$ cat config.mk
export PLATFORM = sky130hd
export DESIGN_NAME = ramupload
export DESIGN_NICKNAME = d
export VERILOG_FILES = /design/src/rtl/ramupload.sv
export SDC_FILE = /design/constraint.sdc
export NUM_CORES = 1
export LEC_CHECK = 0
export CAP_MARGIN = 20
export CELL_PAD_IN_SITES_DETAIL_PLACEMENT = 1
export CELL_PAD_IN_SITES_GLOBAL_PLACEMENT = 2
export CORE_ASPECT_RATIO = 1.4
export CORE_MARGIN = 5
export CORE_UTILIZATION = 24
export DETAILED_ROUTE_END_ITERATION = 12
export GPL_TIMING_DRIVEN = 0
export PLACE_DENSITY_LB_ADDON = 0.1
export SLEW_MARGIN = 15
export SYNTH_ARGS = -nofsm -noshare
export SYNTH_HDL_FRONTEND = slang
export SYNTH_SLANG_ARGS = --single-unit
export TNS_END_PERCENT = 5
$ cat constraint.sdc
create_clock -name CLK_SYS -period 5 [get_ports CLK_SYS]
set_input_delay 1 -clock CLK_SYS [delete_from_list [all_inputs] [get_ports CLK_SYS]]
set_output_delay 1 -clock CLK_SYS [all_outputs]
set_load 0.05 [all_outputs]
$ cat src/rtl/ramupload.sv
// HPS upload (readback) path for cart battery RAM over the ioctl port.
// Serves IOCTL_RD strobes from the RAM read port and raises save requests.
module ramupload #(
   parameter int ADDR_W  = 13,
   parameter int SIZE    = 8192,
   parameter int RAM_LAT = 1,
   parameter int MENUSUB = 2
) (
   input  logic              CLK_SYS,
   input  logic              RESB,
   input  logic              IOCTL_UPLOAD,
   input  logic [15:0]       IOCTL_INDEX,
   input  logic              IOCTL_RD,
   input  logic [26:0]       IOCTL_ADDR,
   output logic [7:0]        IOCTL_DIN,
   output logic              IOCTL_WAIT,
   output logic              IOCTL_UPLOAD_REQ,
   input  logic              SAVE_REQ,
   output logic [ADDR_W-1:0] RAM_ADDR,
   output logic              RAM_EN,
   input  logic [7:0]        RAM_DATA,
   output logic              UPLOAD_ACTIVE,
   output logic              UPLOAD_DONE
);

   localparam logic [1:0]  S_IDLE  = 2'd0;
   localparam logic [1:0]  S_FETCH = 2'd1;
   localparam logic [1:0]  S_DATA  = 2'd2;
   localparam logic [31:0] SIZE_C  = SIZE;
   localparam logic [1:0]  LAT_M1  = 2'(RAM_LAT - 1);
   localparam logic [5:0]  SUB     = 6'(MENUSUB);

   logic [1:0] state;
   logic [1:0] cnt;
   logic       sel;
   logic       sel_rise;
   logic       rd_sel;
   logic       in_range;
   logic       save_q;
   logic       save_edge;
   logic       pend;
   logic       req_n;
   logic       pend_n;
   logic       unused_idx;

   assign unused_idx = ^IOCTL_INDEX[15:6];

   assign sel       = IOCTL_UPLOAD & (IOCTL_INDEX[5:0] == SUB);
   assign sel_rise  = sel & ~UPLOAD_ACTIVE;
   assign rd_sel    = IOCTL_RD & sel;
   assign in_range  = {5'd0, IOCTL_ADDR} < SIZE_C;
   assign save_edge = SAVE_REQ & ~save_q;

   // The DATA cycle is the one where DIN is fresh, so it never stalls.
   assign IOCTL_WAIT = (state == S_FETCH) |
                       ((state == S_IDLE) & rd_sel);

   always_comb begin
      req_n  = IOCTL_UPLOAD_REQ;
      pend_n = pend;
      if (UPLOAD_DONE & pend) begin
         req_n  = 1'b1;
         pend_n = 1'b0;
      end
      // A session start consumes any request, even one arriving now.
      if (sel_rise) begin
         req_n  = 1'b0;
         pend_n = 1'b0;
      end else if (save_edge) begin
         if (sel) pend_n = 1'b1;
         else     req_n  = 1'b1;
      end
   end

   always_ff @(posedge CLK_SYS or negedge RESB) begin
      if (!RESB) begin
         state            <= S_IDLE;
         cnt              <= 2'd0;
         IOCTL_DIN        <= 8'h00;
         IOCTL_UPLOAD_REQ <= 1'b0;
         RAM_ADDR         <= '0;
         RAM_EN           <= 1'b0;
         UPLOAD_ACTIVE    <= 1'b0;
         UPLOAD_DONE      <= 1'b0;
         save_q           <= 1'b0;
         pend             <= 1'b0;
      end else begin
         UPLOAD_ACTIVE    <= sel;
         UPLOAD_DONE      <= UPLOAD_ACTIVE & ~sel;
         save_q           <= SAVE_REQ;
         IOCTL_UPLOAD_REQ <= req_n;
         pend             <= pend_n;
         case (state)
            S_IDLE: begin
               if (rd_sel) begin
                  if (in_range) begin
                     RAM_ADDR <= IOCTL_ADDR[ADDR_W-1:0];
                     RAM_EN   <= 1'b1;
                     cnt      <= LAT_M1;
                     state    <= S_FETCH;
                  end else begin
                     IOCTL_DIN <= 8'hFF;
                     state     <= S_DATA;
                  end
               end else if (IOCTL_RD) begin
                  IOCTL_DIN <= 8'h00;
               end
            end
            S_FETCH: begin
               RAM_EN <= 1'b0;
               if (!sel) begin
                  state <= S_IDLE;
               end else if (cnt == 2'd0) begin
                  IOCTL_DIN <= RAM_DATA;
                  state     <= S_DATA;
               end else begin
                  cnt <= cnt - 2'd1;
               end
            end
            S_DATA:  state <= S_IDLE;
            default: state <= S_IDLE;
         endcase
      end
   end

endmodule

==> results of run 1 <==
==> metal layers <==
metal | up-vias | wire length [µm]
met2 | 50 | 2100
met4 | 0 | 67
met3 | 6 | 423
met5 | - | 0
li1 | 538 | -
met1 | 576 | 1450
==> where the power goes <==
part | internal (mW) | switching [mW] | total, mW
clock | 0.161 | 0.0929 | 0.254
combinational | 0.0474 | 0.0388 | 0.0863
sequential | 0.258 | 0.00432 | 0.263
total | 0.467 | 0.136 | 0.603
==> registers in the layout, summed over array words and instances (netlist names) <==
signal            cells
pend                  1
UPLOAD_DONE           1
save_q                1
IOCTL_DIN             8
RAM_EN                1
cnt                   2
UPLOAD_ACTIVE         1
RAM_ADDR             13
IOCTL_UPLOAD_REQ      1
state                 2
==> Yosys cell counts <==
cell      number
dfrtp_1       31
o21a_1         9
o22a_1         8
mux2_4         7
mux2_2         6
nand2_1        5
a21oi_1        4
inv_1          3
nor2_1         3
nor4_1         3
o21ai_0        3
nand2b_1       2
nand3_1        2
nand3b_1       2
a31o_2         1
a41oi_4        1
and2_1         1
buf_1          1
buf_12         1
buf_6          1
ha_1           1
nand3_2        1
nand4_1        1
nor2_4         1
nor2b_1        1
nor3b_1        1
nor3b_2        1
nor3b_4        1
nor4b_4        1
o21ba_1        1
o22ai_1        1
==> stage by stage <==
step                      util, %  cells  power, mW
after floorplan                 -    105      0.298
after global placement       38.1    246      0.353
after detailed placement     38.0    246      0.355
after CTS                    40.1    254      0.616
after global routing         40.1    254      0.632
final                        40.1    254      0.603
==> path summary, 6_finish.rpt <==
check	end	slack (ns)	start
max reg2reg	RAM_ADDR[10]	3.18	state[0]
min reg2reg	RAM_EN	0.49	RAM_EN
max	IOCTL_WAIT	0.68	IOCTL_INDEX[4]
min	RAM_EN	0.49	RAM_EN
min in group asynchronous	IOCTL_DIN[2]	0.76	RESB
max in group asynchronous	RAM_ADDR[3]	3.77	RESB
==> area by class of cell <==
| cell class | instances | area (µm²) | area share [%] |
|---|---|---|---|
| plain buffers | 3 | 35.0 | 1.50 |
| clock buffers | 6 | 82.6 | 3.54 |
| clock inverters | 2 | 35.0 | 1.50 |
| inverters | 3 | 11.3 | 0.483 |
| multi-input cells | 68 | 599 | 25.7 |
| flip-flops and latches | 31 | 776 | 33.3 |
| well taps | 70 | 87.6 | 3.76 |
| repair buffers | 71 | 706 | 30.3 |
==> kinds of logic after synthesis <==
group / after synthesis / synth area share, %
compound gates: 28 / 15.8
mux: 13 / 12.1
buf+inv: 6 / 3.26
simple gates: 26 / 13.3
flops: 31 / 54.6
fa+ha+maj: 1 / 0.880
==> critical path, cell delays in order <==
cell,delay [ns]
clkdlybuf4s50_1,0.45
nor4b_4,0.50
nand2_1,0.21
inv_1,0.18
a21oi_1,0.09
nor2_1,0.08
clkdlybuf4s50_1,0.81
==> results.json, run 1 <==
{
  "cts-buffers-inserted": 5,
  "first_global_vias": 1342,
  "yosysWarnings": 0,
  "preCtsSetupSlack_ns": 0.630,
  "hold_viol_final": 0,
  "rsz0062_at_grt": "false",
  "maxCapViolCount": 0,
  "die_w_um": 75.0,
  "end_kind": "primary output",
  "path_clk_slew_ns": 0.06,
  "synthesis.nets": 162,
  "slew_headroom_pct": 52.3,
  "max_freq_ghz": 0.232,
  "viasPerCell": 4.61,
  "grtUsageMet3_pct": 4.99,
  "yosysTopAreaCellShare_pct": 54.6,
  "rows": 33,
  "grt_use_met1_pct": 11.7,
  "cts_hold_buf": 0,
  "required_ns": 4.00,
  "status": "finished, final reports clean",
  "layout_commonest_cell": "clkdlybuf4s50_1",
  "worst-path-max-fanout": 5,
  "ant_nets": 0,
  "drcViolationCount": 0,
  "port-buffer-count": 71,
  "grt_usage_pct": 11.3,
  "synth.area.top_cells": "dfrtp_1 (55%), mux2_4 (7.4%), o22a_1 (4.9%)",
  "ys_seq_elements": 31,
  "area_delta_synth_final_pct": 64.1,
  "ys_types": 31,
  "syn-cell-area_mm2": 0.00142,
  "synthCells": 105,
  "setup_tns_ns": 0,
  "antenna_found_initial": 0,
  "ir_drop_mv": 0.151,
  "layout_common_cells": "clkdlybuf4s50_1 (70), dfrtp_1 (31), o21a_1 (9)",
  "num_vias": 1170,
  "clockRootBuffer": "clkbuf_8",
  "yosys.area.top_type": "dfrtp_1",
  "grt_pass1_wl_um": 6400,
  "htree_levels": 2,
  "leakagePower_nw": 0.984,
  "synth-seq-area-share_pct": 54.6,
  "p_per_area_mw_per_mm2": 259,
  "stdcell_area_mm2": 0.00233,
  "grt_max_degree": 32,
  "cts_tree": "built",
  "hold_path.class": "reg -> reg",
  "worstPathArrival_ns": 3.32,
  "core_area_mm2": 0.00582,
  "clk_latency_ns": 0.28,
  "post_cts_buffers": 0,
  "r2r_cells": 5,
  "wl_um": 4030,
  "nets": 240,
  "layout_setup_ws_ns": 0.683,
  "grt_use_met2_pct": 19.3,
  "drt_iter0_drc": 12,
  "dpl_cell_area_mm2": 0.00221,
  "min_period_ns": 4.32,
  "top_usage_layer": "met2",
  "fin_hold_ws_ns": 0.492,
  "cts_resized": 0,
  "dieHeight_um": 101,
  "routabilityCongestion": 0.710,
  "initial_utilization_pct": 24.4,
  "maxSlewViolCount": 0,
  "post-route-period-util_pct": 86.3,
  "antenna_cells": 0,
  "worstMarginPinSlew_ns": 0.716,
  "hold_depth": 1,
  "drtPass1Iterations": 2,
  "n_fill_cell": 635,
  "setup_violations": 0,
  "drive_gt1_share_pct": 16.8,
  "clk_path_buf_depth": 2,
  "start_kind": "input port",
  "wl_per_cell_um": 15.9,
  "cts_sinks": 31,
  "critPathKind": "in -> out",
  "avgSynthCellArea_um2": 13.5,
  "finClkSkew_ns": 0.00629,
  "grt_overflow": 0,
  "ioPinCount": 82,
  "dieArea_mm2": 0.00758,
  "dp_hpwl_um": 3200
}
No activity file was read; power rests on OpenSTA's default activity.
==> run 2: changes to the inputs <==
--- a/config.mk
+++ b/config.mk
@@ -9,7 +9,7 @@
 export CELL_PAD_IN_SITES_DETAIL_PLACEMENT = 1
 export CELL_PAD_IN_SITES_GLOBAL_PLACEMENT = 2
 export CORE_ASPECT_RATIO = 1.4
-export CORE_MARGIN = 5
+export CORE_MARGIN = 8
 export CORE_UTILIZATION = 24
 export DETAILED_ROUTE_END_ITERATION = 12
 export GPL_TIMING_DRIVEN = 0
==> results.json, run 2 (synthesized netlist as in run 1, its figures left out) <==
{
  "status": "finished, final reports clean",
  "top_regs": "RAM_ADDR x13, IOCTL_DIN x8",
  "finClkSkew_ns": 0.00920,
  "path_delay_family": "buffers and inverters",
  "crit_path_frequent_cell": "clkdlybuf4s50_1",
  "ff_latch_area_um2": 776,
  "drive_gt1_share_pct": 16.8,
  "post-route-period-util_pct": 86.1,
  "dieHeight_um": 107,
  "hold_viol_final": 0,
  "core_area_mm2": 0.00578,
  "end_kind": "primary output",
  "dp_hpwl_um": 3510,
  "initial_utilization_pct": 24.6,
  "layout_common_cells": "clkdlybuf4s50_1 (70), dfrtp_1 (31), o21a_1 (9)",
  "ir_drop_mv": 0.126,
  "ioPinCount": 82,
  "routabilityCongestion": 0.735,
  "largest_reg_flops": 13,
  "clk_path_buf_depth": 2,
  "required_ns": 4.00,
  "wl_um": 4400,
  "antenna_found_initial": 0,
  "dpl_cell_area_mm2": 0.00221,
  "path_buf_inv": 3,
  "drtPass1Iterations": 2,
  "area_delta_synth_final_pct": 63.1,
  "rsz0062_at_grt": "false",
  "min_period_ns": 4.30,
  "setup_violations": 0,
  "viasPerCell": 4.54,
  "slew_headroom_pct": 51.4,
  "first_global_vias": 1450,
  "cts_tree": "built",
  "num_vias": 1152,
  "path_clk_slew_ns": 0.07,
  "path_cells": "clkdlybuf4s50_1 -> nor4b_4 -> nand2_1 -> inv_1 -> a21oi_1 -> nor2_1 -> clkdlybuf4s50_1",
  "ant_nets": 0,
  "worst-path-max-fanout": 5,
  "cts_resized": 0,
  "grt_pass1_wl_um": 7380,
  "cp_slowest_cell": "clkdlybuf4s50_1",
  "maxSlewViolCount": 0,
  "n_fill_cell": 638,
  "grt_usage_pct": 11.1,
  "worstMarginPinSlew_ns": 0.728,
  "drt_iter0_drc": 19,
  "nets": 240,
  "setup_tns_ns": 0,
  "leakagePower_nw": 0.974,
  "worstPathArrival_ns": 3.30,
  "maxCapViolCount": 0,
  "cts-buffers-inserted": 5,
  "worst_path_largest_cell_delay_ns": 0.82,
  "grt_overflow": 0,
  "top_register": "RAM_ADDR",
  "post_cts_buffers": 0,
  "cts_sinks": 31,
  "antenna_cells": 0,
  "port-buffer-count": 71,
  "layout_commonest_cell": "clkdlybuf4s50_1",
  "rows": 33,
  "clk_latency_ns": 0.29,
  "wl_per_cell_um": 17.3,
  "dieArea_mm2": 0.00868,
  "p_per_area_mw_per_mm2": 247,
  "drcViolationCount": 0,
  "max_freq_ghz": 0.232,
  "multi_input_area_um2": 599,
  "cts_hold_buf": 0,
  "utilization_pct": 40.1,
  "die_w_um": 81.0,
  "critPathKind": "in -> out",
  "hold_path.class": "reg -> reg",
  "start_kind": "input port",
  "grt_max_degree": 32,
  "stdcell_area_mm2": 0.00232,
  "htree_levels": 2,
  "clockRootBuffer": "clkbuf_8"
}
run 2: cell count changes in the layout (fill, tap and decap cells not counted), sizes merged:
cell and delta:
bufinv -1, clkbuf +1, clkinv -1, clkinvlp +1
run 2: layout make-up:
cell class	instances	area share [%]
flip-flops and latches	31	33.5
repair buffers	71	30.4
multi-input cells	68	25.9
clock buffers	7	4.16
well taps	70	3.78
plain buffers	3	1.51
inverters	3	0.486
clock inverters	1	0.324
run 2: per-stage QoR:
| stage | worst slack, ns | hold WS (ns) | total power [mW] | cells |
|---|---|---|---|---|
| after floorplan | 1.59 | 0.493 | 0.298 | 105 |
| after global placement | 0.678 | 0.482 | 0.353 | 246 |
| after detailed placement | 0.647 | 0.483 | 0.356 | 246 |
| after CTS | 0.645 | 0.502 | 0.586 | 254 |
| after global routing | 0.502 | 0.533 | 0.597 | 254 |
| final | 0.695 | 0.497 | 0.574 | 254 |
run 2: power by group:
part           switching, mW  total (mW)  internal [mW]
combinational         0.0390      0.0864         0.0474
sequential           0.00408       0.262          0.258
clock                 0.0997       0.225          0.125
run 2: final timing paths:
check                                     from           to  slack, ns  cells past startpoint
worst max register to register        state[0]  RAM_ADDR[7]       3.18                      5
max in group asynchronous                 RESB  RAM_ADDR[9]       3.76                      1
worst max-delay path            IOCTL_INDEX[4]   IOCTL_WAIT       0.70                      7
worst min-delay path                    RAM_EN       RAM_EN       0.50                      1
worst min register to register          RAM_EN       RAM_EN       0.50                      1
min in group asynchronous                 RESB       cnt[1]       0.77                      1
run 2: layer usage:
metal	global-route usage, %	vias up	share of wire (%)
met4	4.62	0	1.7
met2	19.7	38	55
met3	5.61	6	9.8
met1	10.2	568	33
li1	-	540	-
met5	0	-	0
